<file path="src/rtl/disk_pkg.sv">
// Shared types and constants for the disk track cache.
//   state_e            : controller states (IDLE, WRITE, READ)
//   SECS_PER_TRACK_DEF : default 512-byte sectors per track
//   drv_w()            : width of a drive index, never below one bit
package disk_pkg;

    localparam int unsigned SECS_PER_TRACK_DEF = 13;
    localparam int unsigned LBA_W              = 32;
    localparam int unsigned SEC_W              = 4;

    typedef enum logic [1:0] {
        IDLE  = 2'd0,
        WRITE = 2'd1,
        READ  = 2'd2
    } state_e;

    function automatic int unsigned drv_w(input int unsigned n);
        return (n > 1) ? $clog2(n) : 1;
    endfunction

endpackage

</file>
<file path="src/rtl/disk_track_cache_if.sv">
// Bus between the track cache and its host / HPS side.
//   master : drives track, img_mounted, img_present, dirty_set, sd_ack
//   slave  : drives sd_rd, sd_wr, sd_lba, buf_drive, buf_sec, cpu_wait
interface disk_track_cache_if import disk_pkg::*; #(
    parameter int unsigned NUM_DRIVES = 2,
    parameter int unsigned TRACK_BITS = 6
);
    localparam int unsigned DRV_W = drv_w(NUM_DRIVES);

    logic [NUM_DRIVES*TRACK_BITS-1:0] track;
    logic [NUM_DRIVES-1:0]            img_mounted;
    logic [NUM_DRIVES-1:0]            img_present;
    logic [NUM_DRIVES-1:0]            dirty_set;
    logic [NUM_DRIVES-1:0]            sd_ack;
    logic [NUM_DRIVES-1:0]            sd_rd;
    logic [NUM_DRIVES-1:0]            sd_wr;
    logic [LBA_W-1:0]                 sd_lba;
    logic [DRV_W-1:0]                 buf_drive;
    logic [SEC_W-1:0]                 buf_sec;
    logic                             cpu_wait;

    modport master (
        output track, img_mounted, img_present, dirty_set, sd_ack,
        input  sd_rd, sd_wr, sd_lba, buf_drive, buf_sec, cpu_wait
    );

    modport slave (
        input  track, img_mounted, img_present, dirty_set, sd_ack,
        output sd_rd, sd_wr, sd_lba, buf_drive, buf_sec, cpu_wait
    );

endinterface

</file>
<file path="src/rtl/sd_sector_seq.sv">
// Sector sequencer shared by track read and write-back.
// Ports: clk_sys/reset; load_i starts a track (masks + base LBA);
// ack_i is the selected drive's acknowledge; rd_o/wr_o are the
// per-drive requests; lba_o/sec_o the current address/sector;
// done_c pulses on the final acknowledge falling edge.
module sd_sector_seq import disk_pkg::*; #(
    parameter int unsigned NUM_DRIVES     = 2,
    parameter int unsigned SECS_PER_TRACK = SECS_PER_TRACK_DEF
) (
    input  logic                  clk_sys,
    input  logic                  reset,
    input  logic                  load_i,
    input  logic [NUM_DRIVES-1:0] rd_mask_i,
    input  logic [NUM_DRIVES-1:0] wr_mask_i,
    input  logic [LBA_W-1:0]      lba_base_i,
    input  logic                  ack_i,
    output logic [NUM_DRIVES-1:0] rd_o,
    output logic [NUM_DRIVES-1:0] wr_o,
    output logic [LBA_W-1:0]      lba_o,
    output logic [SEC_W-1:0]      sec_o,
    output logic                  done_c
);
    localparam logic [SEC_W-1:0] LAST_SEC = SEC_W'(SECS_PER_TRACK - 1);

    logic [NUM_DRIVES-1:0] rd_q, wr_q;
    logic [LBA_W-1:0]      lba_q;
    logic [SEC_W-1:0]      sec_q;
    logic                  ack_q, busy_q;
    logic                  ack_rise, ack_fall;

    assign ack_rise = busy_q &  ack_i & ~ack_q;
    assign ack_fall = busy_q & ~ack_i &  ack_q;
    // Track is finished once the request was already dropped on the last sector.
    assign done_c   = ack_fall & ~|(rd_q | wr_q);

    always_ff @(posedge clk_sys or posedge reset) begin
        if (reset) begin
            rd_q   <= '0;
            wr_q   <= '0;
            lba_q  <= '0;
            sec_q  <= '0;
            ack_q  <= 1'b0;
            busy_q <= 1'b0;
        end else if (load_i) begin
            // Forget the previous drive's ack level so no stale edge is seen.
            rd_q   <= rd_mask_i;
            wr_q   <= wr_mask_i;
            lba_q  <= lba_base_i;
            sec_q  <= '0;
            ack_q  <= 1'b0;
            busy_q <= 1'b1;
        end else begin
            ack_q <= ack_i;
            if (ack_rise) begin
                lba_q <= lba_q + LBA_W'(1);
                if (sec_q == LAST_SEC) begin
                    rd_q <= '0;
                    wr_q <= '0;
                end
            end
            if (ack_fall) begin
                sec_q <= sec_q + SEC_W'(1);
                if (done_c) begin
                    busy_q <= 1'b0;
                end
            end
        end
    end

    assign rd_o  = rd_q;
    assign wr_o  = wr_q;
    assign lba_o = lba_q;
    assign sec_o = sec_q;

endmodule

</file>
<file path="src/rtl/disk_track_cache.sv">
// Per-drive track cache controller: reloads a drive's track buffer from SD
// whenever its requested track changes or its image is (re)mounted, stalling
// the CPU for the whole transfer.
// Ports: clk_sys, reset (async, active high); bus (slave modport) carries
// track/mount/present/dirty/ack inputs and SD request/address/buffer outputs.
// Optional: define DISK_TRACK_CACHE_WRITEBACK_EN to write a dirty track back
// before loading the new one.
module disk_track_cache import disk_pkg::*; #(
    parameter int unsigned NUM_DRIVES     = 2,
    parameter int unsigned SECS_PER_TRACK = SECS_PER_TRACK_DEF,
    parameter int unsigned TRACK_BITS     = 6
) (
    input  logic              clk_sys,
    input  logic              reset,
    disk_track_cache_if.slave bus
);
    localparam int unsigned DRV_W = drv_w(NUM_DRIVES);

    state_e                state_q;
    logic [DRV_W-1:0]      drive_q;
    logic [TRACK_BITS-1:0] target_q;
    logic                  cpu_wait_q;
    logic [TRACK_BITS-1:0] cur_track_q [NUM_DRIVES];
    logic [NUM_DRIVES-1:0] reload_q, mounted_q, present_q;
`ifdef DISK_TRACK_CACHE_WRITEBACK_EN
    logic [NUM_DRIVES-1:0] dirty_q;
`endif

    logic [TRACK_BITS-1:0] trk [NUM_DRIVES];
    logic [NUM_DRIVES-1:0] pending, sel_onehot, drv_onehot, rd_mask, wr_mask;
    logic [DRV_W-1:0]      sel_idx;
    logic                  sel_valid, load, done_c;
    logic [LBA_W-1:0]      lba_base;
    logic [NUM_DRIVES-1:0] seq_wr;

    function automatic logic [LBA_W-1:0] lba_of(input logic [TRACK_BITS-1:0] t);
        return LBA_W'(SECS_PER_TRACK) * LBA_W'(t);
    endfunction

    // Unpack per-drive track numbers.
    always_comb begin
        for (int d = 0; d < NUM_DRIVES; d++) begin
            trk[d] = bus.track[d*TRACK_BITS +: TRACK_BITS];
        end
    end

    // Pending drives, lowest index wins (scan downwards so it is written last).
    always_comb begin
        pending   = '0;
        sel_valid = 1'b0;
        sel_idx   = '0;
        for (int d = NUM_DRIVES - 1; d >= 0; d--) begin
            pending[d] = bus.img_present[d] & ((cur_track_q[d] != trk[d]) | reload_q[d]);
            if (pending[d]) begin
                sel_valid = 1'b1;
                sel_idx   = DRV_W'(d);
            end
        end
        sel_onehot          = '0;
        sel_onehot[sel_idx] = 1'b1;
        drv_onehot          = '0;
        drv_onehot[drive_q] = 1'b1;
    end

    // Sequencer start requests: new selection, or write-back -> read hand-over.
    always_comb begin
        load     = 1'b0;
        rd_mask  = '0;
        wr_mask  = '0;
        lba_base = '0;
        case (state_q)
            IDLE: begin
                if (sel_valid) begin
                    load = 1'b1;
`ifdef DISK_TRACK_CACHE_WRITEBACK_EN
                    if (dirty_q[sel_idx]) begin
                        wr_mask  = sel_onehot;
                        lba_base = lba_of(cur_track_q[sel_idx]);
                    end else
`endif
                    begin
                        rd_mask  = sel_onehot;
                        lba_base = lba_of(trk[sel_idx]);
                    end
                end
            end
`ifdef DISK_TRACK_CACHE_WRITEBACK_EN
            WRITE: begin
                if (done_c) begin
                    load     = 1'b1;
                    rd_mask  = drv_onehot;
                    lba_base = lba_of(target_q);
                end
            end
`endif
            default: ;
        endcase
    end

    sd_sector_seq #(
        .NUM_DRIVES    (NUM_DRIVES),
        .SECS_PER_TRACK(SECS_PER_TRACK)
    ) u_seq (
        .clk_sys   (clk_sys),
        .reset     (reset),
        .load_i    (load),
        .rd_mask_i (rd_mask),
        .wr_mask_i (wr_mask),
        .lba_base_i(lba_base),
        .ack_i     (bus.sd_ack[drive_q]),
        .rd_o      (bus.sd_rd),
        .wr_o      (seq_wr),
        .lba_o     (bus.sd_lba),
        .sec_o     (bus.buf_sec),
        .done_c    (done_c)
    );

    // Controller state, per-drive bookkeeping and registered outputs.
    always_ff @(posedge clk_sys or posedge reset) begin
        if (reset) begin
            state_q    <= IDLE;
            drive_q    <= '0;
            target_q   <= '0;
            cpu_wait_q <= 1'b0;
            reload_q   <= '1;
            mounted_q  <= '0;
            present_q  <= '0;
            for (int d = 0; d < NUM_DRIVES; d++) begin
                cur_track_q[d] <= '0;
            end
`ifdef DISK_TRACK_CACHE_WRITEBACK_EN
            dirty_q    <= '0;
`endif
        end else begin
            mounted_q <= bus.img_mounted;
            present_q <= bus.img_present;
`ifdef DISK_TRACK_CACHE_WRITEBACK_EN
            // The drive being transferred cannot be re-dirtied until it is back in IDLE.
            for (int d = 0; d < NUM_DRIVES; d++) begin
                if (bus.dirty_set[d] && !(state_q != IDLE && drive_q == DRV_W'(d))) begin
                    dirty_q[d] <= 1'b1;
                end
            end
`endif
            case (state_q)
                IDLE: begin
                    if (sel_valid) begin
                        drive_q           <= sel_idx;
                        target_q          <= trk[sel_idx];
                        cpu_wait_q        <= 1'b1;
                        reload_q[sel_idx] <= 1'b0;
                        state_q           <= READ;
`ifdef DISK_TRACK_CACHE_WRITEBACK_EN
                        if (dirty_q[sel_idx]) begin
                            state_q <= WRITE;
                        end
`endif
                    end
                end
`ifdef DISK_TRACK_CACHE_WRITEBACK_EN
                WRITE: begin
                    if (done_c) begin
                        dirty_q[drive_q] <= 1'b0;
                        state_q          <= READ;
                    end
                end
`endif
                READ: begin
                    if (done_c) begin
                        cur_track_q[drive_q] <= target_q;
                        cpu_wait_q           <= 1'b0;
                        state_q              <= IDLE;
                    end
                end
                default: state_q <= IDLE;
            endcase
            for (int d = 0; d < NUM_DRIVES; d++) begin
                // Image removed: adopt the requested track, nothing to flush.
                if (present_q[d] && !bus.img_present[d]) begin
                    cur_track_q[d] <= trk[d];
`ifdef DISK_TRACK_CACHE_WRITEBACK_EN
                    dirty_q[d]     <= 1'b0;
`endif
                end
                // Mount end schedules a reload; placed last so it survives a same-cycle selection.
                if (mounted_q[d] && !bus.img_mounted[d]) begin
                    reload_q[d] <= 1'b1;
                end
            end
        end
    end

`ifdef DISK_TRACK_CACHE_WRITEBACK_EN
    assign bus.sd_wr = seq_wr;
`else
    logic unused_bits;
    assign unused_bits = ^{seq_wr, bus.dirty_set};
    assign bus.sd_wr   = '0;
`endif
    assign bus.buf_drive = drive_q;
    assign bus.cpu_wait  = cpu_wait_q;

endmodule

</file>
<file path="src/flat_wrapper.sv">
// flat-port wrapper written by rule: the top's interface ports become plain ports
module disk_track_cache_flat import disk_pkg::*;
#(
    parameter int unsigned NUM_DRIVES     = 2,
    parameter int unsigned SECS_PER_TRACK = SECS_PER_TRACK_DEF,
    parameter int unsigned TRACK_BITS     = 6
)
  (clk_sys, reset, bus_track, bus_img_mounted, bus_img_present, bus_dirty_set, bus_sd_ack, bus_sd_rd, bus_sd_wr, bus_sd_lba, bus_buf_drive, bus_buf_sec, bus_cpu_wait);
  disk_track_cache_if #(.NUM_DRIVES(NUM_DRIVES), .TRACK_BITS(TRACK_BITS)) bus_i ();
  input  logic clk_sys;
  input  logic reset;
  input wire logic [$bits(bus_i.track)-1:0] bus_track;
  input wire logic [$bits(bus_i.img_mounted)-1:0] bus_img_mounted;
  input wire logic [$bits(bus_i.img_present)-1:0] bus_img_present;
  input wire logic [$bits(bus_i.dirty_set)-1:0] bus_dirty_set;
  input wire logic [$bits(bus_i.sd_ack)-1:0] bus_sd_ack;
  output wire logic [$bits(bus_i.sd_rd)-1:0] bus_sd_rd;
  output wire logic [$bits(bus_i.sd_wr)-1:0] bus_sd_wr;
  output wire logic [$bits(bus_i.sd_lba)-1:0] bus_sd_lba;
  output wire logic [$bits(bus_i.buf_drive)-1:0] bus_buf_drive;
  output wire logic [$bits(bus_i.buf_sec)-1:0] bus_buf_sec;
  output wire logic [$bits(bus_i.cpu_wait)-1:0] bus_cpu_wait;
  assign bus_i.track = bus_track;
  assign bus_i.img_mounted = bus_img_mounted;
  assign bus_i.img_present = bus_img_present;
  assign bus_i.dirty_set = bus_dirty_set;
  assign bus_i.sd_ack = bus_sd_ack;
  assign bus_sd_rd = bus_i.sd_rd;
  assign bus_sd_wr = bus_i.sd_wr;
  assign bus_sd_lba = bus_i.sd_lba;
  assign bus_buf_drive = bus_i.buf_drive;
  assign bus_buf_sec = bus_i.buf_sec;
  assign bus_cpu_wait = bus_i.cpu_wait;
  disk_track_cache #(.NUM_DRIVES(NUM_DRIVES), .SECS_PER_TRACK(SECS_PER_TRACK), .TRACK_BITS(TRACK_BITS)) u_core (.clk_sys(clk_sys), .reset(reset), .bus(bus_i));
endmodule
</file>
<file path="config.mk">
export PLATFORM = sky130hd
export DESIGN_NAME = disk_track_cache_flat
export DESIGN_NICKNAME = d
export VERILOG_FILES = /design/src/rtl/disk_pkg.sv /design/src/rtl/disk_track_cache_if.sv /design/src/rtl/sd_sector_seq.sv /design/src/rtl/disk_track_cache.sv /design/src/flat_wrapper.sv
export SDC_FILE = /design/constraint.sdc
export NUM_CORES = 1
export LEC_CHECK = 0
export CELL_PAD_IN_SITES_DETAIL_PLACEMENT = 2
export CELL_PAD_IN_SITES_GLOBAL_PLACEMENT = 2
export CORE_UTILIZATION = 35
export CTS_BUF_LIST = sky130_fd_sc_hd__clkbuf_2 sky130_fd_sc_hd__clkbuf_4 sky130_fd_sc_hd__clkbuf_8
export DETAILED_ROUTE_END_ITERATION = 6
export PLACE_DENSITY = 0.8
export SLEW_MARGIN = 20
export SYNTH_ARGS = -nofsm -noshare
export SYNTH_HDL_FRONTEND = slang
export SYNTH_SLANG_ARGS = --single-unit
</file>
<file path="constraint.sdc">
create_clock -name clk_sys -period 5.03 [get_ports clk_sys]
set_clock_uncertainty 0.05 [all_clocks]
set_input_delay 0.7545 -clock clk_sys [delete_from_list [all_inputs] [get_ports clk_sys]]
set_output_delay 0.7545 -clock clk_sys [all_outputs]
set_load 0.03 [all_outputs]
</file>
After elaboration in Yosys (flattened, before gate mapping)
Cells that the tools add are included.
Cells by class
  add/sub/neg operators: 2
  $mul: 1
  order comparisons: 6
  equality and inequality tests: 6
  mux-type cells: 44
  bitwise operators: 16
  reduce and logical (&&, ||, !) cells: 35
Operators with widths (count)
  2-to-1 mux 32 bit: 3
  2-to-1 mux 6 bit: 6
  adder 32 x 1 -> 32 bit (second input constant): 1
  nonzero test 2 bit: 13
  2-to-1 mux 12 bit: 2
  2-to-1 mux 2 bit: 10
  AND reduction 2 bit: 8
  2-to-1 mux 1 bit: 15
  bitwise mux 12 bit: 1
  != test 6 bit: 2
  multiplier 4 x 6 -> 10 bit (first input constant): 1
  2-to-1 mux 10 bit: 1
  2-to-1 mux 4 bit: 2
  AND 1 bit: 7
  demux 6 bit (select 1 bit): 1
  logical AND 1 bit: 6
  zero test 1 bit: 5
  adder 4 x 1 -> 4 bit (second input constant): 1
  equality test 4 bit (second input constant): 1
  >= comparator 2 bit (second input constant): 2
  < comparator 1 x 2 -> 1 bit (second input constant): 2
  != test 2 x 1 -> 1 bit (second input constant): 2
  NOT 1 -> 2 bit: 2
  case mux 2 bit (2 select lines): 1
  other kinds (13): 15
Word-level totals
  flip-flop bits (word level): 70
  input port bits: 22
  output and inout bits: 42
  logic and storage cells: 126

Logic depth before layout (Yosys ltp)
Gate-level depths: netlist of run 1.
  word-level depth: 14
  gate-level depth with buffers: 16
  gate-level depth less buffers: 15

Hierarchy
A second synthesis of run 1 with hierarchy kept.
Second synthesis, totals
  cells, all modules: 448
  area, all modules: 4229.1 um^2
By module, submodules not included
  sd_sector_seq: instances 1, cells each 254, area an instance 2313.5 um^2, sequential area each 1051.0 um^2
  disk_track_cache: instances 1, cells each 194, area an instance 1915.6 um^2, sequential area each 653.1 um^2

Worst setup path after synthesis of run 1
No wires, ideal clock.
  path type: input to register
  start point: input port bus_track[6]
  end point: register u_core.u_seq.lba_q[8], in the netlist u_core.u_seq.lba_o[8]
  library setup time: 0.131 ns
  data arrival time: 4.254 ns
  required time: 4.849 ns
  setup slack: 0.596 ns
  stages on the path: 16
  buffers on the path: 1
  cells stage by stage: clkbuf_1 > xor2_1 > or4_4 > o21a_1 > nand2_2 > mux2_2 > ha_1 > inv_1 > fa_1 > inv_1 > ha_1 > a21o_1 > a21oi_1 > nor2_1 > a311oi_1 > mux2i_1
Between the ends
  cells in the longest elaborated chain, start to end: 13
  elaborated cells on any way between the ends: 17
  those cells by class: mul: 1; eq/ne: 1; mux: 11; bitwise: 3; reduce/logical: 1
Ends and longest elaborated chain
  from (decl): RTL line flat_wrapper.sv:12  | input wire logic [$bits(bus_i.track)-1:0] bus_track;
  != test 6 bit: RTL line disk_track_cache.sv:53  | pending[d] = bus.img_present[d] & ((cur_track_q[d] != trk[d]) | reload_q[d]);
  bitwise OR 1 bit: RTL line disk_track_cache.sv:53
  AND 1 bit: RTL line disk_track_cache.sv:53
  2-to-1 mux 1 bit (2 in series): RTL line disk_track_cache.sv:54  | if (pending[d]) begin
  NOT 1 -> 2 bit (not written as such): RTL line disk_track_cache.sv:83  | lba_base = lba_of(trk[sel_idx]);
  2-to-1 mux 6 bit (not written as such) (3 in series): RTL line disk_track_cache.sv:83
  multiplier 4 x 6 -> 10 bit: RTL line disk_track_cache.sv:37  | return LBA_W'(SECS_PER_TRACK) * LBA_W'(t);
  2-to-1 mux 10 bit: RTL line disk_track_cache.sv:73  | if (sel_valid) begin
  2-to-1 mux 32 bit: RTL line disk_track_cache.sv:71  | case (state_q)
  2-to-1 mux 32 bit: RTL line sd_sector_seq.sv:44  | end else if (load_i) begin
  to (signal assigned): RTL line sd_sector_seq.sv:48  | lba_q <= lba_base_i;
  to (signal assigned): RTL line sd_sector_seq.sv:55  | lba_q <= lba_q + LBA_W'(1);
  to (decl): RTL line sd_sector_seq.sv:26  | logic [LBA_W-1:0] lba_q;
Several ways; a longest one is shown, not always the timed one. The select of a mux whose other input is x is not followed.
A chain may end at the register's enable or synchronous reset.

Worst setup path in the final report of run 1
  start point: input port bus_track[9]
  end point: register u_core.u_seq.lba_q[8], in the netlist u_core.u_seq.lba_o[8]
Same word-level chain as after synthesis.

==> results of run 1 <==
[registers in the layout, indices dropped and copies added (netlist names)]
register,cells
u_core.present_q,2
u_core.bus.buf_drive,1
u_core.cur_track_q,12
u_core.bus.cpu_wait,1
u_core.u_seq.busy_q,1
u_core.u_seq.rd_o,2
u_core.mounted_q,2
u_core.target_q,6
u_core.reload_q,2
u_core.u_seq.lba_o,32
u_core.u_seq.sec_o,4
u_core.u_seq.ack_q,1
[cell type report]
class / count / area (um^2)
Sequential cell: 66 / 1654
Timing Repair Buffer: 80 / 748.2
Clock inverter: 6 / 32.53
Fill cell: 1217 / 6036
Multi-Input combinational cell: 311 / 2208
Clock buffer: 10 / 137.6
Tap cell: 140 / 175.2
Inverter: 23 / 86.33
[worst min-delay path by stage]
| stage | cells past startpoint | slack [ns] | endpoint |
|---|---|---|---|
| 2_1_floorplan | 1 | 0.40 | u_core.reload_q[0] |
| 3_3_place_gp | 1 | 0.42 | u_core.reload_q[0] |
| 3_5_place_dp | 1 | 0.43 | u_core.reload_q[0] |
| 4_1_cts | 2 | 0.45 | u_core.reload_q[1] |
| 5_1_grt | 1 | 0.47 | u_core.u_seq.busy_q |
| 6_report | 2 | 0.44 | u_core.reload_q[1] |
[stage by stage]
step / instances / instance area, um^2 / TNS (ns) / hold WS (ns)
5_1_grt: 636 / 5042 / 0 / 0.4730
2_1_floorplan: 422 / 4070 / 0 / 0.4005
6_report: 636 / 5042 / 0 / 0.4401
4_1_cts: 636 / 5042 / 0 / 0.4486
3_3_place_gp: 620 / 4872 / 0 / 0.4151
3_5_place_dp: 620 / 4872 / -0.04284 / 0.4326
[logic make-up after synthesis]
kind of cell             count (synthesis)  synth area share, %
AND/OR/NAND/NOR                        151                19.35
flip-flops                              66                40.68
AO/OA/AOI/OAI                           63                10.86
XOR/XNOR                                50                10.77
buffers and inverters                   45                5.107
multiplexers                            25                6.431
adder cells (fa/ha/maj)                 20                6.708
other                                    1              0.09222
[report_power, final]
group / total (mW) / switching (mW) / leakage, nW / internal, mW
combinational: 0.884 / 0.490 / 1.16 / 0.394
sequential: 0.820 / 0.156 / 0.832 / 0.664
clock: 0.424 / 0.236 / 0.0916 / 0.188
[per-layer routing]
metal	global-route usage, %	part of all wire [%]	vias to the layer above
met4	8.381	1.5	0
met1	27.56	45	1760
met5	0	0	-
li1	-	-	1596
met3	3.082	2.2	16
met2	38.75	51	48
[synth_stat cells, drive strengths merged (6+ instances only)]
master | n | area, um^2
or3 | 6 | 37.54
a21oi | 12 | 60.06
inv | 23 | 86.33
nor2b | 10 | 62.56
xor2 | 9 | 78.83
dfrtp | 64 | 1602
nor3 | 8 | 40.04
o21ai | 25 | 151.4
mux2i | 16 | 160.2
nand4 | 10 | 62.56
nor3b | 7 | 52.55
and2 | 6 | 37.54
nor4 | 11 | 68.82
buf | 10 | 75.06
clkbuf | 12 | 46.29
mux2 | 9 | 101.4
nand2 | 28 | 107.6
xnor2 | 41 | 359.1
nand3 | 14 | 70.07
nor2 | 38 | 145.1
ha | 17 | 212.7
[worst max-delay path: cells and delay by family]
family          cells  cell delay (ns)
fa+ha+maj           3             1.14
compound gates      4             1.05
simple gates        3             0.74
buf+inv             3             0.57
mux                 2             0.47
xor+xnor            1             0.19
==> flow_summary.yaml, run 1 <==
setup_path:
  regToRegEndpoint: "u_core.u_seq.lba_o[8]"
  reg2reg_from: "u_core.cur_track_q[3]"
  required_ns: 5.21
  end_kind: "flop"
  crit_fanout: 4
  crit_path_cell_trace: "clkdlybuf4s50_1 -> xor2_1 -> or4_4 -> o21a_1 -> nand2_2 -> mux2_2 -> ha_1 -> inv_1 -> fa_1 -> inv_1 -> ha_1 -> a21o_1 -> a21oi_1 -> nor2_1 -> a311oi_1 -> mux2i_1"
  reg2regPathDepth: 15
  cpPeakStageDelay_ns: 0.57
  ff2ff_setup_slack_ns: 0.79
  endpoint: "u_core.u_seq.lba_o[8]"
  worst_setup_path_start_kind: "input port"
  crit_arrival_ns: 4.91
  cp-startpoint: "bus_track[9]"
  worstSetupPathType: "input port to flop"
  cp_slowest_cell: "fa_1"
power:
  power.leakage_nw: 2.088
  power_mw: 2.129
  power_density_mw_per_mm2: 422.2
  vdd_drop_max_v: 0.0001874
clocking:
  clk_pin_slew_worst_paths_ns: 0.08
  postCtsResizedCells: 0
  cts_made_buffers: 9
  cts_setup_buffers: 0
  clockBufferDepth: 2
  cts_tree: "yes"
  clk_latency_ns: 0.37
  cts.htree.levels: 3
  cts_root_buf: "clkbuf_8"
  clock-sinks: 66
  hold_buffers: 0
synthesis:
  syn_area_per_cell_um2: 9.659
  ys.flop_type: "dfrtp_1"
  ys_seq_area_share_pct: 40.68
  synthCells: 421
  synth.cell_area_mm2: 0.004066
  synth_edf_count: 0
  ys_seq_elements: 66
  synth.yosys.warnings: 0
  async_reset_ff_share_pct: 100.0
  synth_cell_type_count: 56
min_path:
  hp-start: "u_core.mounted_q[1]"
  hold_path.class: "flop to flop"
global_routing:
  grt_usage_pct: 22.18
  grt_pass1_wl_mm: 20.02
  antenna_found_initial: 0
  grt_max_degree: 41
  grt_pass1_vias: 3838
  overflow: 0
floorplan:
  io_pins: 64
  fp.dieArea_mm2: 0.01205
  rows: 38
  start_util_pct: 36.71
  die_w_um: 109.8
  die_h_um: 109.8
  core_mm2: 0.01108
sta:
  worst_pin_slew_ns: 0.9256
  finalSetupViolCount: 0
  period_needed_ns: 4.735
  hold_violations: 0
  max_freq_mhz: 211.2
  report.final.slew_viol_count: 0
  relSlewSlack_pct: 38.20
  period_share_pct: 94.14
  rsz0062_at_grt: "false"
  postLayoutSetupSlackWorst_ns: 0.2949
drt:
  ant_nets: 0
  via_count: 3420
  drc: 0
  drt-total-wl_mm: 12.22
  post_drt_wl_per_cell_um: 19.21
  viasPerCell: 5.377
  drt_pass1_iterations: 4
  drt_iter0_markers: 84
final_layout:
  diodes: 0
  layout_common_cells: "dfrtp_1 (64), clkdlybuf4s50_1 (59), xnor2_1 (41)"
  postLayoutCoreUtil_pct: 45.52
  syn2layout_area_growth_pct: 24.00
  drive_above_1_share_pct: 12.10
  fin_nets: 533
  layout_commonest_cell: "dfrtp_1"
placed_design:
  gp_congestion: 0.7710
  portBuffers: 59
  hpwl_mm: 8.666
  dp_slack_ns: -0.04284
run:
  maxCapViolCount: 0
run_status:
  status: "complete, no violations"
(Power assumes the default switching activity.)
==> run 2, diff against run 1 <==
CORE_UTILIZATION = 38   (was 35)
PLACE_DENSITY = 0.86   (was 0.8)
clock period = 5.75 ns   (was 5.03 ns; I/O delays follow)
==> run 2 against run 1 <==
  * Sequential cell count unchanged
  * Via count decreased by 0.67%
  * Final cell count decreased by 3.0%
  * Wire length decreased by 1.4%
  * Design area decreased by 1.6%
  * Critical path depth unchanged
  * First-iteration DRC count increased by 60%
  * Sequential power decreased by 13%
==> flow_summary.yaml, run 2 (synthesis results as in run 1) <==
power:
  power_density_mw_per_mm2: 382.0
  power_mw: 1.895
  vdd_drop_max_v: 0.0001420
  power.leakage_nw: 2.031
drt:
  viasPerCell: 5.506
  via_count: 3397
  drc: 0
  drt-total-wl_mm: 12.04
  drt_pass1_iterations: 4
  ant_nets: 0
  post_drt_wl_per_cell_um: 19.51
  drt_iter0_markers: 134
clocking:
  hold_buffers: 0
  clockBufferDepth: 2
  clk_latency_ns: 0.35
  cts_setup_buffers: 0
  clock-sinks: 66
  clk_pin_slew_worst_paths_ns: 0.08
  cts.htree.levels: 3
  cts_tree: "yes"
  postCtsResizedCells: 0
  cts_root_buf: "clkbuf_8"
  cts_made_buffers: 9
floorplan:
  rows: 37
  fp.dieArea_mm2: 0.01112
  io_pins: 64
  die_h_um: 105.4
  die_w_um: 105.4
  core_mm2: 0.01037
  start_util_pct: 39.21
sta:
  tns_ns: 0
  hold_violations: 0
  rsz0062_at_grt: "false"
  period_share_pct: 91.54
  worst_pin_slew_ns: 0.9316
  holdWs_ns: 0.4470
  report.final.slew_viol_count: 0
  period_needed_ns: 5.264
  relSlewSlack_pct: 37.72
  max_freq_mhz: 190.0
  finalSetupViolCount: 0
final_layout:
  layout_common_cells: "dfrtp_1 (64), clkdlybuf4s50_1 (59), xnor2_1 (41)"
  layout_commonest_cell: "dfrtp_1"
  fin_nets: 518
  fillCellCount: 1128
  drive_above_1_share_pct: 9.563
  diodes: 0
  syn2layout_area_growth_pct: 22.00
  largest_reg_flops: 32
min_path:
  hold_path.class: "flop to flop"
global_routing:
  grt_max_degree: 67
  overflow: 0
  grt_pass1_wl_mm: 20.47
  grt_pass1_vias: 3892
  grt_usage_pct: 23.64
  antenna_found_initial: 0
setup_path:
  crit_fanout: 9
  crit_arrival_ns: 5.42
  cpPeakStageDelay_ns: 0.58
  crit_path_cell_trace: "clkdlybuf4s50_1 -> xor2_1 -> or4_4 -> o21a_1 -> nand2_2 -> mux2_2 -> ha_1 -> inv_1 -> fa_1 -> inv_1 -> ha_1 -> a21o_1 -> a21oi_1 -> nor2_1 -> a311oi_1 -> mux2i_1"
  required_ns: 5.91
  worstSetupPathType: "input port to flop"
  worst_setup_path_start_kind: "input port"
  cp_slowest_cell: "fa_1"
  end_kind: "flop"
run_status:
  status: "complete, no violations"
run:
  maxCapViolCount: 0
placed_design:
  gp_congestion: 0.8158
  hpwl_mm: 8.304
  portBuffers: 59
## run 2: per-stage QoR
step           std cells  instance area, um^2  utilization, %  worst slack [ns]
3_3_place_gp         601                 4755           45.85            0.3482
5_1_grt              617                 4961           47.84            0.3106
6_report             617                 4961           47.84            0.4864
4_1_cts              617                 4959           47.82            0.4828
2_1_floorplan        422                 4070               -             1.208
3_5_place_dp         601                 4755           45.85            0.1540
## run 2: metal layers
metal | track usage, % | wire [um]
met5 | 0 | 0
met4 | 7.042 | 118
met3 | 3.834 | 329
met2 | 40.84 | 6079
met1 | 30.26 | 5513
## run 2: critical path: cells and delay by family
family / cells / cell delay (ns)
adder cells (fa/ha/maj): 3 / 1.16
AO/OA/AOI/OAI: 4 / 1.08
AND/OR/NAND/NOR: 3 / 0.90
buffers and inverters: 3 / 0.69
multiplexers: 2 / 0.50
XOR/XNOR: 1 / 0.23
## run 2: cell type report
class                   instances  area, um^2  share of cell area [%]
multi-input cells             311        2211                   44.56
flip-flops and latches         66        1654                   33.34
repair buffers                 65       635.6                   12.81
well taps                     136       170.2                   3.430
clock buffers                  11       151.4                   3.052
inverters                      23       86.33                   1.740
clock inverters                 5       52.55                   1.059
## run 2: where the power goes
| group | leakage [nW] | internal (mW) | switching (mW) | total [mW] |
|---|---|---|---|---|
| clock network | 0.105 | 0.222 | 0.194 | 0.416 |
| logic | 1.09 | 0.331 | 0.431 | 0.762 |
| registers | 0.832 | 0.581 | 0.136 | 0.717 |
| total | 2.03 | 1.13 | 0.761 | 1.89 |
## run 2: final timing paths
path                                        from                endpoint  slack (ns)  cells past startpoint
min reg2reg                  u_core.mounted_q[0]      u_core.reload_q[0]        0.45                      1
max reg2reg                u_core.cur_track_q[3]   u_core.u_seq.lba_o[8]        1.25                     15
min                          u_core.mounted_q[0]      u_core.reload_q[0]        0.45                      1
max in group asynchronous                  reset  u_core.u_seq.lba_o[13]        4.00                      3
min in group asynchronous                  reset   u_core.u_seq.sec_o[2]        1.06                      3
max                                 bus_track[9]   u_core.u_seq.lba_o[8]        0.49                     16
==> run 3, diff against run 2 <==
CORE_UTILIZATION = 31   (was 38)
PLACE_DENSITY = 0.74   (was 0.86)
clock period = 4.7 ns   (was 5.75 ns; I/O delays follow)
==> run 3 against run 2 <==
  * Critical path depth stayed put
  * Global-route usage is 3.8 points lower
  * Worst setup slack worse by 0.24 ns
  * Largest power group unchanged
==> flow_summary.yaml, run 3 (synthesis results as in run 1) <==
drt:
  drt-total-wl_mm: 12.28
  ant_nets: 0
  viasPerCell: 5.122
  post_drt_wl_per_cell_um: 17.98
  drt_pass1_iterations: 4
  via_count: 3498
  drc: 0
  drt_iter0_markers: 109
clocking:
  cts_root_buf: "clkbuf_8"
  clockBufferDepth: 2
  cts_setup_buffers: 0
  clock-sinks: 66
  cts_tree: "yes"
  clk_latency_ns: 0.37
  cts_made_buffers: 9
  clk_pin_slew_worst_paths_ns: 0.08
  cts.htree.levels: 3
final_layout:
  fillCellCount: 1435
  largest_reg_flops: 32
  layout_commonest_cell: "dfrtp_1"
  final_area_mm2: 0.005253
  diodes: 0
  postLayoutCoreUtil_pct: 41.29
  fin_nets: 548
  layout_common_cells: "dfrtp_1 (64), clkdlybuf4s50_1 (58), xnor2_1 (41)"
  syn2layout_area_growth_pct: 29.17
  drive_above_1_share_pct: 15.07
sta:
  holdWs_ns: 0.4447
  max_freq_mhz: 224.7
  worst_pin_slew_ns: 0.8417
  finalSetupViolCount: 0
  report.final.slew_viol_count: 0
  hold_violations: 0
  period_needed_ns: 4.450
  rsz0062_at_grt: "false"
  relSlewSlack_pct: 43.77
  period_share_pct: 94.68
setup_path:
  worstSetupPathType: "input port to flop"
  critPathBufInv: 3
  crit_path_cell_trace: "clkdlybuf4s50_1 -> xor2_1 -> or4_4 -> o21ai_2 -> nand2_4 -> mux2_2 -> ha_1 -> inv_1 -> fa_1 -> inv_1 -> ha_1 -> a21o_1 -> a21oi_2 -> nor2_1 -> a311oi_1 -> mux2i_1"
  cp_slowest_cell: "fa_1"
  cp_top_family: "adder cells"
  crit_arrival_ns: 4.64
  worst_setup_path_start_kind: "input port"
  crit_fanout: 5
  required_ns: 4.89
  cpPeakStageDelay_ns: 0.58
  end_kind: "flop"
power:
  p_seq_share_pct: 36.8
  clockPowerShare_pct: 22.0
  pwr-share-comb_pct: 41.2
  vdd_drop_max_v: 0.0001545
  power_density_mw_per_mm2: 452.0
  p_sw_share_pct: 39.71
  p_sw_mw: 0.9427
  p_int_mw: 1.431
  power.leakage_nw: 2.184
global_routing:
  overflow: 0
  antenna_found_initial: 0
  grt_max_degree: 39
  grt_usage_pct: 19.87
  grt_pass1_vias: 3952
  grt_pass1_wl_mm: 20.50
floorplan:
  die_h_um: 116.5
  start_util_pct: 31.96
  rows: 41
  io_pins: 64
  die_w_um: 116.5
  core_mm2: 0.01272
  fp.dieArea_mm2: 0.01358
placed_design:
  hpwl_mm: 9.126
  portBuffers: 59
  gp_congestion: 0.8008
  placed_cell_area_mm2: 0.005025
min_path:
  hold_path.class: "flop to flop"
run_status:
  status: "complete, no violations"
run:
  maxCapViolCount: 0
==> run 3: power by group through the flow <==
stage          sequential, mW  combinational [mW]  clock, mW
2_1_floorplan           0.977               0.497          0
3_3_place_gp            0.874               0.943          0
3_5_place_dp            0.885               0.985          0
4_1_cts                 0.876               0.992      0.538
5_1_grt                 0.896                1.07      0.559
6_report                0.873               0.978      0.522
==> run 3: worst register-to-register path, stage by stage, from the launching register on <==
cell	delay, ns
dfrtp_1	0.40
xor2_1	0.15
or4_4	0.54
o21a_4	0.23
nand2_4	0.09
mux2_2	0.36
ha_1	0.27
inv_1	0.05
fa_1	0.58
inv_1	0.07
ha_1	0.29
a21o_1	0.20
a21oi_2	0.20
nor2_1	0.07
a311oi_1	0.27
mux2i_1	0.13
==> run 3: final timing paths <==
check,startpoint,endpoint,slack (ns),depth (start not counted)
setup / recovery,bus_track[4],u_core.u_seq.lba_o[8],0.25,16
hold / removal,u_core.mounted_q[0],u_core.reload_q[0],0.44,1
setup reg to reg,u_core.cur_track_q[3],u_core.u_seq.lba_o[8],0.64,15
hold reg to reg,u_core.mounted_q[0],u_core.reload_q[0],0.44,1
max in group asynchronous,reset,u_core.target_q[4],2.88,3
min in group asynchronous,reset,u_core.u_seq.sec_o[2],0.78,2
==> run 3: stage by stage <==
| stage | total power [mW] | instances | setup TNS [ns] | setup slack, ns |
|---|---|---|---|---|
| 2_1_floorplan | 1.474 | 422 | 0 | 0.3150 |
| 4_1_cts | 2.406 | 683 | 0 | 0.001350 |
| 3_3_place_gp | 1.818 | 667 | -0.3949 | -0.1676 |
| 3_5_place_dp | 1.870 | 667 | -1.021 | -0.3841 |
| 6_report | 2.374 | 683 | 0 | 0.2501 |
| 5_1_grt | 2.529 | 683 | 0 | 0.04576 |
==> run 3: final cells by class <==
class,count,area [um^2],area share [%]
multi-input cells,311,2225,42.35
repair buffers,95,863.3,16.44
well taps,172,215.2,4.097
flip-flops and latches,66,1654,31.49
clock inverters,4,50.05,0.9528
inverters,23,86.33,1.644
clock buffers,12,158.9,3.025
==> run 3: repair_timing <==
| action | in CTS | in global routing |
|---|---|---|
| hold buffers | 0 | 0 |
| setup endpoints to repair | 0 | 3 |
| gates resized for setup | 0 | 5 |
==> run 3: routing by layer <==
| layer | routed length [um] | track usage (%) | up-vias | share of wire, % |
|---|---|---|---|---|
| met1 | 5471 | 23.64 | 1801 | 45 |
| met3 | 260 | 2.854 | 19 | 2.1 |
| li1 | - | - | 1633 | - |
| met2 | 6348 | 36.17 | 45 | 52 |
| met4 | 202 | 7.342 | 0 | 1.6 |
| met5 | 0 | 0 | - | 0 |
